==> src/rtl/fifo_loop_ctrl_pkg.sv <==
// Shared types and default timing constants for the FIFO loop test sequencer.
package fifo_loop_ctrl_pkg;

    typedef enum logic [1:0] {
        ST_IDLE   = 2'd0,
        ST_FILL   = 2'd1,
        ST_SETTLE = 2'd2,
        ST_DRAIN  = 2'd3
    } state_e;

    localparam int unsigned CLK_HZ        = 50_000_000;
    localparam int unsigned TICK_HZ       = 1000;
    localparam int unsigned TICK_MAX_DFLT = CLK_HZ / TICK_HZ / 2;
    localparam int unsigned ROUND_CNT_W   = 16;

endpackage

==> src/rtl/fifo_loop_tick.sv <==
// Clock-enable generator: one-cycle tick every TICK_MAX cycles while enabled.
module fifo_loop_tick #(
    parameter int unsigned TICK_MAX = 4
) (
    input  logic clk,
    input  logic rst_n,
    input  logic en,
    input  logic clr,
    output logic tick_c
);

    localparam int unsigned CNT_W = (TICK_MAX > 1) ? $clog2(TICK_MAX) : 1;

    logic [CNT_W-1:0] cnt_q;
    logic [CNT_W-1:0] cnt_d;

    always_comb begin
        cnt_d  = cnt_q;
        tick_c = en && (cnt_q == CNT_W'(TICK_MAX - 1));
        if (clr) begin
            cnt_d = '0;
        end else if (en) begin
            cnt_d = tick_c ? '0 : cnt_q + CNT_W'(1);
        end
    end

    always_ff @(posedge clk or negedge rst_n) begin
        if (!rst_n) begin
            cnt_q <= '0;
        end else begin
            cnt_q <= cnt_d;
        end
    end

endmodule

==> src/rtl/fifo_loop_ctrl.sv <==
// FIFO demo sequencer: fills with an incrementing pattern on ticks, drains and
// checks every word, counting rounds and flagging any mismatch.
module fifo_loop_ctrl
    import fifo_loop_ctrl_pkg::*;
#(
    parameter int unsigned DATA_W   = 8,
    parameter int unsigned DEPTH    = 256,
    parameter int unsigned TICK_MAX = TICK_MAX_DFLT,
    parameter int unsigned SETTLE   = 4
) (
    input  logic                   sys_clk,
    input  logic                   sys_rst_n,
    input  logic                   start,
    input  logic                   stop,
    input  logic                   continuous,
    output logic                   wr_req,
    output logic [DATA_W-1:0]      wr_data,
    input  logic                   wr_full,
    output logic                   rd_req,
    input  logic [DATA_W-1:0]      rd_data,
    input  logic                   rd_empty,
    output logic                   busy,
    output logic                   round_done,
    output logic                   err,
    output logic [ROUND_CNT_W-1:0] round_cnt
);

    localparam int unsigned CNT_MAX = (DEPTH > SETTLE) ? DEPTH : SETTLE;
    localparam int unsigned CNT_W   = $clog2(CNT_MAX + 1);

    state_e                   state_q, state_d;
    logic [CNT_W-1:0]         word_cnt_q, word_cnt_d;
    logic [CNT_W-1:0]         fill_cnt_q, fill_cnt_d;
    logic [DATA_W-1:0]        pattern_q, pattern_d;
    logic [DATA_W-1:0]        expect_q, expect_d;
    logic [DATA_W-1:0]        wr_data_q, wr_data_d;
    logic [ROUND_CNT_W-1:0]   round_cnt_q, round_cnt_d;
    logic                     wr_req_q, wr_req_d;
    logic                     rd_req_q, rd_req_d;
    logic                     rd_vld_q, rd_vld_d;
    logic                     busy_q, busy_d;
    logic                     round_done_q, round_done_d;
    logic                     err_q, err_d;
    logic                     tick_c;
    logic                     tick_clr_c;
    logic                     drain_end_c;

    fifo_loop_tick #(
        .TICK_MAX (TICK_MAX)
    ) u_tick (
        .clk    (sys_clk),
        .rst_n  (sys_rst_n),
        .en     (state_q != ST_IDLE),
        .clr    (tick_clr_c),
        .tick_c (tick_c)
    );

    // Drain ends once all written words (or an empty FIFO) are consumed and no read is in flight.
    assign drain_end_c = ((word_cnt_q == fill_cnt_q) || (tick_c && rd_empty))
                         && !rd_req_q && !rd_vld_q;
    assign tick_clr_c  = (state_d != state_q);

    always_comb begin
        state_d      = state_q;
        word_cnt_d   = word_cnt_q;
        fill_cnt_d   = fill_cnt_q;
        pattern_d    = pattern_q;
        expect_d     = expect_q;
        wr_data_d    = wr_data_q;
        round_cnt_d  = round_cnt_q;
        err_d        = err_q;
        wr_req_d     = 1'b0;
        rd_req_d     = 1'b0;
        round_done_d = 1'b0;
        rd_vld_d     = rd_req_q;

        case (state_q)
            ST_IDLE: begin
                if (start) begin
                    state_d     = ST_FILL;
                    err_d       = 1'b0;
                    round_cnt_d = '0;
                    pattern_d   = '0;
                    expect_d    = '0;
                    word_cnt_d  = '0;
                end
            end
            ST_FILL: begin
                if ((word_cnt_q == CNT_W'(DEPTH)) || wr_full) begin
                    state_d    = ST_SETTLE;
                    fill_cnt_d = word_cnt_q;
                    word_cnt_d = '0;
                end else if (tick_c) begin
                    wr_req_d   = 1'b1;
                    wr_data_d  = pattern_q;
                    pattern_d  = pattern_q + DATA_W'(1);
                    word_cnt_d = word_cnt_q + CNT_W'(1);
                end
            end
            ST_SETTLE: begin
                if (word_cnt_q >= CNT_W'(SETTLE - 1)) begin
                    state_d    = ST_DRAIN;
                    word_cnt_d = '0;
                end else begin
                    word_cnt_d = word_cnt_q + CNT_W'(1);
                end
            end
            ST_DRAIN: begin
                if (rd_vld_q) begin
                    if (rd_data != expect_q) begin
                        err_d = 1'b1;
                    end
                    expect_d = expect_q + DATA_W'(1);
                end
                if (drain_end_c) begin
                    round_done_d = 1'b1;
                    round_cnt_d  = round_cnt_q + ROUND_CNT_W'(1);
                    word_cnt_d   = '0;
                    state_d      = (stop || !continuous) ? ST_IDLE : ST_FILL;
                end else if (tick_c && !rd_empty && (word_cnt_q < fill_cnt_q)) begin
                    rd_req_d   = 1'b1;
                    word_cnt_d = word_cnt_q + CNT_W'(1);
                end
            end
            default: begin
                state_d = ST_IDLE;
            end
        endcase

        busy_d = (state_d != ST_IDLE);
    end

    always_ff @(posedge sys_clk or negedge sys_rst_n) begin
        if (!sys_rst_n) begin
            state_q      <= ST_IDLE;
            word_cnt_q   <= '0;
            fill_cnt_q   <= '0;
            pattern_q    <= '0;
            expect_q     <= '0;
            wr_data_q    <= '0;
            round_cnt_q  <= '0;
            err_q        <= 1'b0;
            wr_req_q     <= 1'b0;
            rd_req_q     <= 1'b0;
            rd_vld_q     <= 1'b0;
            busy_q       <= 1'b0;
            round_done_q <= 1'b0;
        end else begin
            state_q      <= state_d;
            word_cnt_q   <= word_cnt_d;
            fill_cnt_q   <= fill_cnt_d;
            pattern_q    <= pattern_d;
            expect_q     <= expect_d;
            wr_data_q    <= wr_data_d;
            round_cnt_q  <= round_cnt_d;
            err_q        <= err_d;
            wr_req_q     <= wr_req_d;
            rd_req_q     <= rd_req_d;
            rd_vld_q     <= rd_vld_d;
            busy_q       <= busy_d;
            round_done_q <= round_done_d;
        end
    end

    assign wr_req     = wr_req_q;
    assign wr_data    = wr_data_q;
    assign rd_req     = rd_req_q;
    assign busy       = busy_q;
    assign round_done = round_done_q;
    assign err        = err_q;
    assign round_cnt  = round_cnt_q;

endmodule

==> config.mk <==
export PLATFORM = sky130hd
export DESIGN_NAME = fifo_loop_ctrl
export DESIGN_NICKNAME = d
export VERILOG_FILES = /design/src/rtl/fifo_loop_ctrl_pkg.sv /design/src/rtl/fifo_loop_tick.sv /design/src/rtl/fifo_loop_ctrl.sv
export SDC_FILE = /design/constraint.sdc
export NUM_CORES = 1
export LEC_CHECK = 0
export ABC_AREA = 1
export BUFFER_PORTS_ARGS = -buffer_cell sky130_fd_sc_hd__buf_2
export CAP_MARGIN = 20
export CORE_UTILIZATION = 30
export CTS_CLUSTER_SIZE = 14
export DETAILED_ROUTE_END_ITERATION = 10
export HOLD_SLACK_MARGIN = 0.02
export PLACE_DENSITY = 0.57
export SLEW_MARGIN = 30
export SYNTH_ARGS = -nofsm -noshare
export SYNTH_HDL_FRONTEND = slang
export SYNTH_SLANG_ARGS = --single-unit
==> constraint.sdc <==
create_clock -name sys_clk -period 1.93 [get_ports sys_clk]
set_input_delay 0.4825 -clock sys_clk [delete_from_list [all_inputs] [get_ports sys_clk]]
set_output_delay 0.4825 -clock sys_clk [all_outputs]
set_load 0.02 [all_outputs]
# Yosys cells after proc, flatten, opt, wreduce, memory -nomap -nowiden

Index checks and enable logic that the tools add are counted.

Register bits: 81
Output and inout bits: 29
Word-level logic and storage cells: 101

Add/subtract/negate cells: 5
Order comparisons: 2
Equality and inequality tests: 16
Muxes and demuxes: 37
Bitwise gates (word level): 1
Reduce and logical (&&, ||, !) cells: 26

Operator list:

| operator              | number |
|---|---|
| $mux 9                | 6 |
| $mux 15               | 3 |
| $pmux 9 s4            | 1 |
| $mux 16               | 2 |
| $mux 8                | 4 |
| $pmux 16 s2           | 1 |
| $pmux 8 s2            | 2 |
| $add 16x1->16 const B | 1 |
| $add 8x1->8 const B   | 2 |
| $add 15x1->15 const B | 1 |
| $eq 15x15->1 const B  | 1 |
| $mux 1                | 12 |
| $ne 2x2->1 const B    | 6 |
| $reduce_and 3->1      | 4 |
| $reduce_bool 2->1     | 5 |
| $add 9x1->9 const B   | 1 |
| $eq 9x9->1            | 1 |
| $eq 9x9->1 const B    | 1 |
| $ge 9x2->1 const B    | 1 |
| $lt 9x9->1            | 1 |
| $mux 2                | 4 |
| $ne 8x8->1            | 1 |
| $pmux 2 s4            | 1 |
| $reduce_and 4->1      | 2 |
| other kinds (11)      | 23 |

# Logic depth before layout (Yosys ltp)

Word-level depth: 10
Mapped depth: 16
Mapped depth without buffers: 15

# Hierarchy

Synthesis repeated with hierarchy kept, for this count alone.

Cells, all modules: 669
Area, all modules: 4949.7 µm²

By module, submodules not included:

| module         | instances | cells each | area each (µm²) |
|---|---|---|---|
| fifo_loop_ctrl | 1         | 516        | 3920.0 |
| fifo_loop_tick | 1         | 153        | 1029.7 |

# Least setup slack after synthesis

Ideal clock, no wire load.

Path type: register to register
Start point: reg word_cnt_q[6]
End point: reg u_tick.cnt_q[14]
Data arrival time: 1.718 ns
Required time: 1.808 ns
Slack: 0.090 ns
Cell stages (with the launch flop): 13
Cell sequence: dfrtp_1 ha_1 nand2_1 nor2_1 nand3b_1 nand2_2 nand2_2 buf_6 nand2_4 nand3_4 nor2_4 buf_6 nor2_1

Cells in the longest elaborated chain, start to end: 8

Ends and longest elaborated chain:

| item                                               | RTL line              | text |
|---|---|---|
| from (decl)                                        | fifo_loop_ctrl.sv:32  | `logic [CNT_W-1:0] word_cnt_q, word_cnt_d;` |
| from (signal assigned)                             | fifo_loop_ctrl.sv:150 | `word_cnt_q <= word_cnt_d;` |
| branches (longest 5 deep; another with $ge 9x2->1) | n/a                   |  |
| $pmux 2 s4 (*)                                     | fifo_loop_ctrl.sv:77  | `case (state_q)` |
| $ne 2x2->1 (*)                                     | fifo_loop_ctrl.sv:61  | `assign tick_clr_c = (state_d != state_q);` |
| $mux 15 or $reduce_bool 2->1 (tied branches)       | n/a                   |  |
| to (signal assigned)                               | fifo_loop_tick.sv:31  | `cnt_q <= cnt_d;` |
| to (decl)                                          | fifo_loop_tick.sv:14  | `logic [CNT_W-1:0] cnt_q;` |

Every way passes the cells marked *.
A chain may end at the register's enable or synchronous reset.

# Worst setup path after layout

Start point: reg u_tick.cnt_q[0]
End point: reg round_cnt_q[6] (netlist: round_cnt[6])

Cells in the longest elaborated chain, start to end: 8

Ends and longest elaborated chain:

| item                           | RTL line              | text |
|---|---|---|
| $eq 15x15->1                   | fifo_loop_tick.sv:19  | `tick_c = en && (cnt_q == CNT_W'(TICK_MAX - 1));` |
| $logic_and 1x1->1              | fifo_loop_tick.sv:19  |  |
| $logic_and 1x1->1              | fifo_loop_ctrl.sv:59  | `assign drain_end_c = ((word_cnt_q == fill_cnt_q) \|\| (tick_c && rd_empty))` |
| $logic_or 1x1->1               | fifo_loop_ctrl.sv:59  |  |
| $logic_and 1x1->1 (2 in a row) | fifo_loop_ctrl.sv:60  | `&& !rd_req_q && !rd_vld_q;` |
| $ne 2x2->1 (no line)           | n/a                   |  |
| $reduce_and 3->1 (no line)     | n/a                   |  |
| to (signal assigned)           | fifo_loop_ctrl.sv:155 | `round_cnt_q <= round_cnt_d;` |
| to (decl)                      | fifo_loop_ctrl.sv:37  | `logic [ROUND_CNT_W-1:0] round_cnt_q, round_cnt_d;` |

Every way passes these cells.

==> reports/qor.yml <==
clock_latency_ns: 0.35
critPathSlowestCell: "dfrtp_1"
p_int_uw: 4280
dp_hpwl_mm: 8.55
n_antenna_cell: 0
power.leakage_uw: 0.00308
worst_hold_path_type: "register to register"
synth_compound_area_frac: 0.0752
final.setup.worst_slack_ns: 0.113
status: "completed"
r2r-start: "u_tick.cnt_q[0]"
ir_drop_uv: 555
synth_area_um2: 4890
initial_utilization: 0.308
cts_buffers: 9
final_cell_mix: "165 x nand2_1, 83 x inv_1, 81 x dfrtp_1"
tns_ns: 0
cts_buffer_depth: 2
die_w_um: 130
grt_pass1_wl_mm: 19.7
synth-simple-area-share: 0.335
synth_top_family_by_area: "simple AND/OR/NAND/NOR gates"
row_count: 46
drv_cap: 0
yosys_most_used_dff: "dfrtp_1"
n_fill_cell: 1701
antenna_found_initial: 0
synth_area_leaders: "dfrtp_1 41%, nand2_1 13%, inv_1 6.8%"
tritoncts: "yes"
powerDensity_nw_per_um2: 1160
dr.first_iter.drc_count: 301
drc_errors: 0
syn-num-nets: 701
stdcell_count: 976
synth_warnings: 0
io_pins: 44
synth.distinct_cells: 36
die_h_um: 130
crit_type: "register to register"
max-slew-margin-rel: 0.645
synth_seq_cells: 81
final_nets: 785
dp.cells: 951
clkSinkCount: 81
gp_congestion: 0.798
cp_max_fo: 13
yosysTopAreaCellShare: 0.414
dp_slack_ns: 0.0276
worstPathArrival_ns: 2.04
crit_path_start_kind: "register"
wl_per_cell_um: 12.2
switchingPower_uw: 2810
multi_input_area_um2: 2520
cp-end-kind: "register"
layout_commonest_cell: "nand2_1"
report.final.slew_viol_count: 0
viasPerCell: 4.49
syn_inst: 671
synth_xor_area_frac: 0.0466
hold_viol: 0
clkTransAtPathRegs_ns: 0.06
ys_seq_area_frac: 0.414
grt_pass1_vias: 4046
yosysTopAreaCell: "dfrtp_1"
worstPathCellList: "ha_1 > nand2_1 > inv_2 > nand2_4 > nor2_2 > nand3_1 > nand2_2 > nand3_2 > nand2_2 > clkinvlp_4 > buf_12 > nand2_1 > o21ai_0"
drive_gt1_frac: 0.207
final_antenna_net_count: 0
ys_async_sr_fraction: 1.00
register_area_um2: 2030
grt_use_total: 0.151
grt-ovfl-total: 0
worstHoldStart: "rd_req"
vias: 4378
postSynthAreaPerCell_um2: 7.29
skew_ns: 0.00406
cts-htree-levels: 3
area.growth.synth_to_final_pct: 25.3
first_pass_iters: 4
pwr-share-seq: 0.322
die_area_um2: 16800
grt_max_degree: 50
p_clk_frac: 0.261
yosys.area_share.adder: 0.0384
critPathMaxStageDelay_ns: 0.36
tightest_slew_ns: 0.529
period_share: 0.942
drt-total-wl_mm: 11.9
core-area_um2: 15900
max_freq_mhz: 550
crit_start: "u_tick.cnt_q[0]"
crit_required_ns: 2.16
period_minus_slack_ns: 1.82
sw_frac_of_total: 0.397
finalSetupViolCount: 0
io_buffers: 43
synth_mux_area_frac: 0
clockRootBuffer: "clkbuf_16"
pwr-share-comb: 0.417
synth_edf_count: 0
rsz0062_at_grt: "true"
## state kept, by name (all words and copies together), names as in the netlist, 2 cells and up
name,flops
state_q,2
expect_q,8
wr_data,8
pattern_q,8
round_cnt,16
word_cnt_q,9
u_tick.cnt_q,15
fill_cnt_q,9
## area by class of cell
class / count / area share
multi-input combinational: 482 / 0.412
sequential: 81 / 0.331
inverter: 91 / 0.0578
clock inverter: 7 / 0.0153
tap: 216 / 0.0441
timing repair inverter: 2 / 0.00245
clock buffer: 9 / 0.0368
timing repair buffer: 88 / 0.101
## power by group through the flow
stage	logic (uW)	registers (uW)	clock network, uW
after global routing	3350	2330	1980
after detailed placement	2770	2310	0
final	2960	2290	1850
after global placement	2750	2310	0
after CTS	2780	2280	1910
after floorplan	1760	2360	0
## cells by family (layout without fill, tap and decap cells)
logic type | Yosys count | count (layout)
buffers and inverters | 108 | 197
adders and majority gates | 15 | 15
AOI/OAI and AO/OA | 70 | 70
and+or+nand+nor | 371 | 371
DFF | 81 | 81
xor gates and xnor gates | 26 | 26
## per-layer routing
metal  up-vias  global-route usage  wire length (um)
met4         0              0.0499               107
met5         -                   0                 0
li1       2312                   -                 -
met2        56               0.233              5420
met3        11              0.0372               433
met1      1999               0.206              5910
## worst max-delay path, delay by kind of cell (launching register included)
family | cells | cell delay (ns)
adder cells (fa/ha/maj) | 1 | 0.17
AO/OA/AOI/OAI | 1 | 0.07
AND/OR/NAND/NOR | 8 | 0.74
flip-flops | 1 | 0.36
buffers and inverters | 3 | 0.34
## final timing paths
kind,slack [ns],to,cells after the start
max,0.11,round_cnt[6],13
min,0.43,rd_vld_q,0
max reg2reg,0.11,round_cnt[6],13
min reg2reg,0.43,rd_vld_q,0
max in group asynchronous,0.87,wr_data[7],3
min in group asynchronous,0.48,fill_cnt_q[6],2
## per-stage QoR
stage / power, uW / util / hold slack, ns / instance area (um2)
floorplan: 4120 / - / 0.187 / 4890
global placement: 5060 / 0.353 / 0.301 / 5610
detailed placement: 5080 / 0.353 / 0.302 / 5610
CTS: 6980 / 0.374 / 0.424 / 5930
global route: 7660 / 0.386 / 0.441 / 6130
finish: 7100 / 0.386 / 0.425 / 6130
## cells in the mapped netlist (2+ instances only)
cell	n
nand2_1	172
inv_1	88
dfrtp_1	81
nor2_1	76
nand3_1	65
o21ai_0	38
xor2_1	23
nor3_1	16
a21oi_1	15
ha_1	15
nand4_1	15
o21ai_1	9
buf_2	8
nand2_2	6
or2_2	6
clkbuf_1	4
nand3b_1	4
nand2_4	3
xnor2_1	3
a31oi_1	2
buf_4	2
buf_6	2
inv_2	2
nor2_2	2
nor4_1	2
o22ai_1	2
## what timing repair did
item,in CTS,in global routing
endpoints found under the setup margin,0,52
hold endpoints to repair,3,0
hold buffers,1,0
setup buffers,0,6
gates resized for setup,0,40
Note: power is estimated with default switching activity, not from simulation.
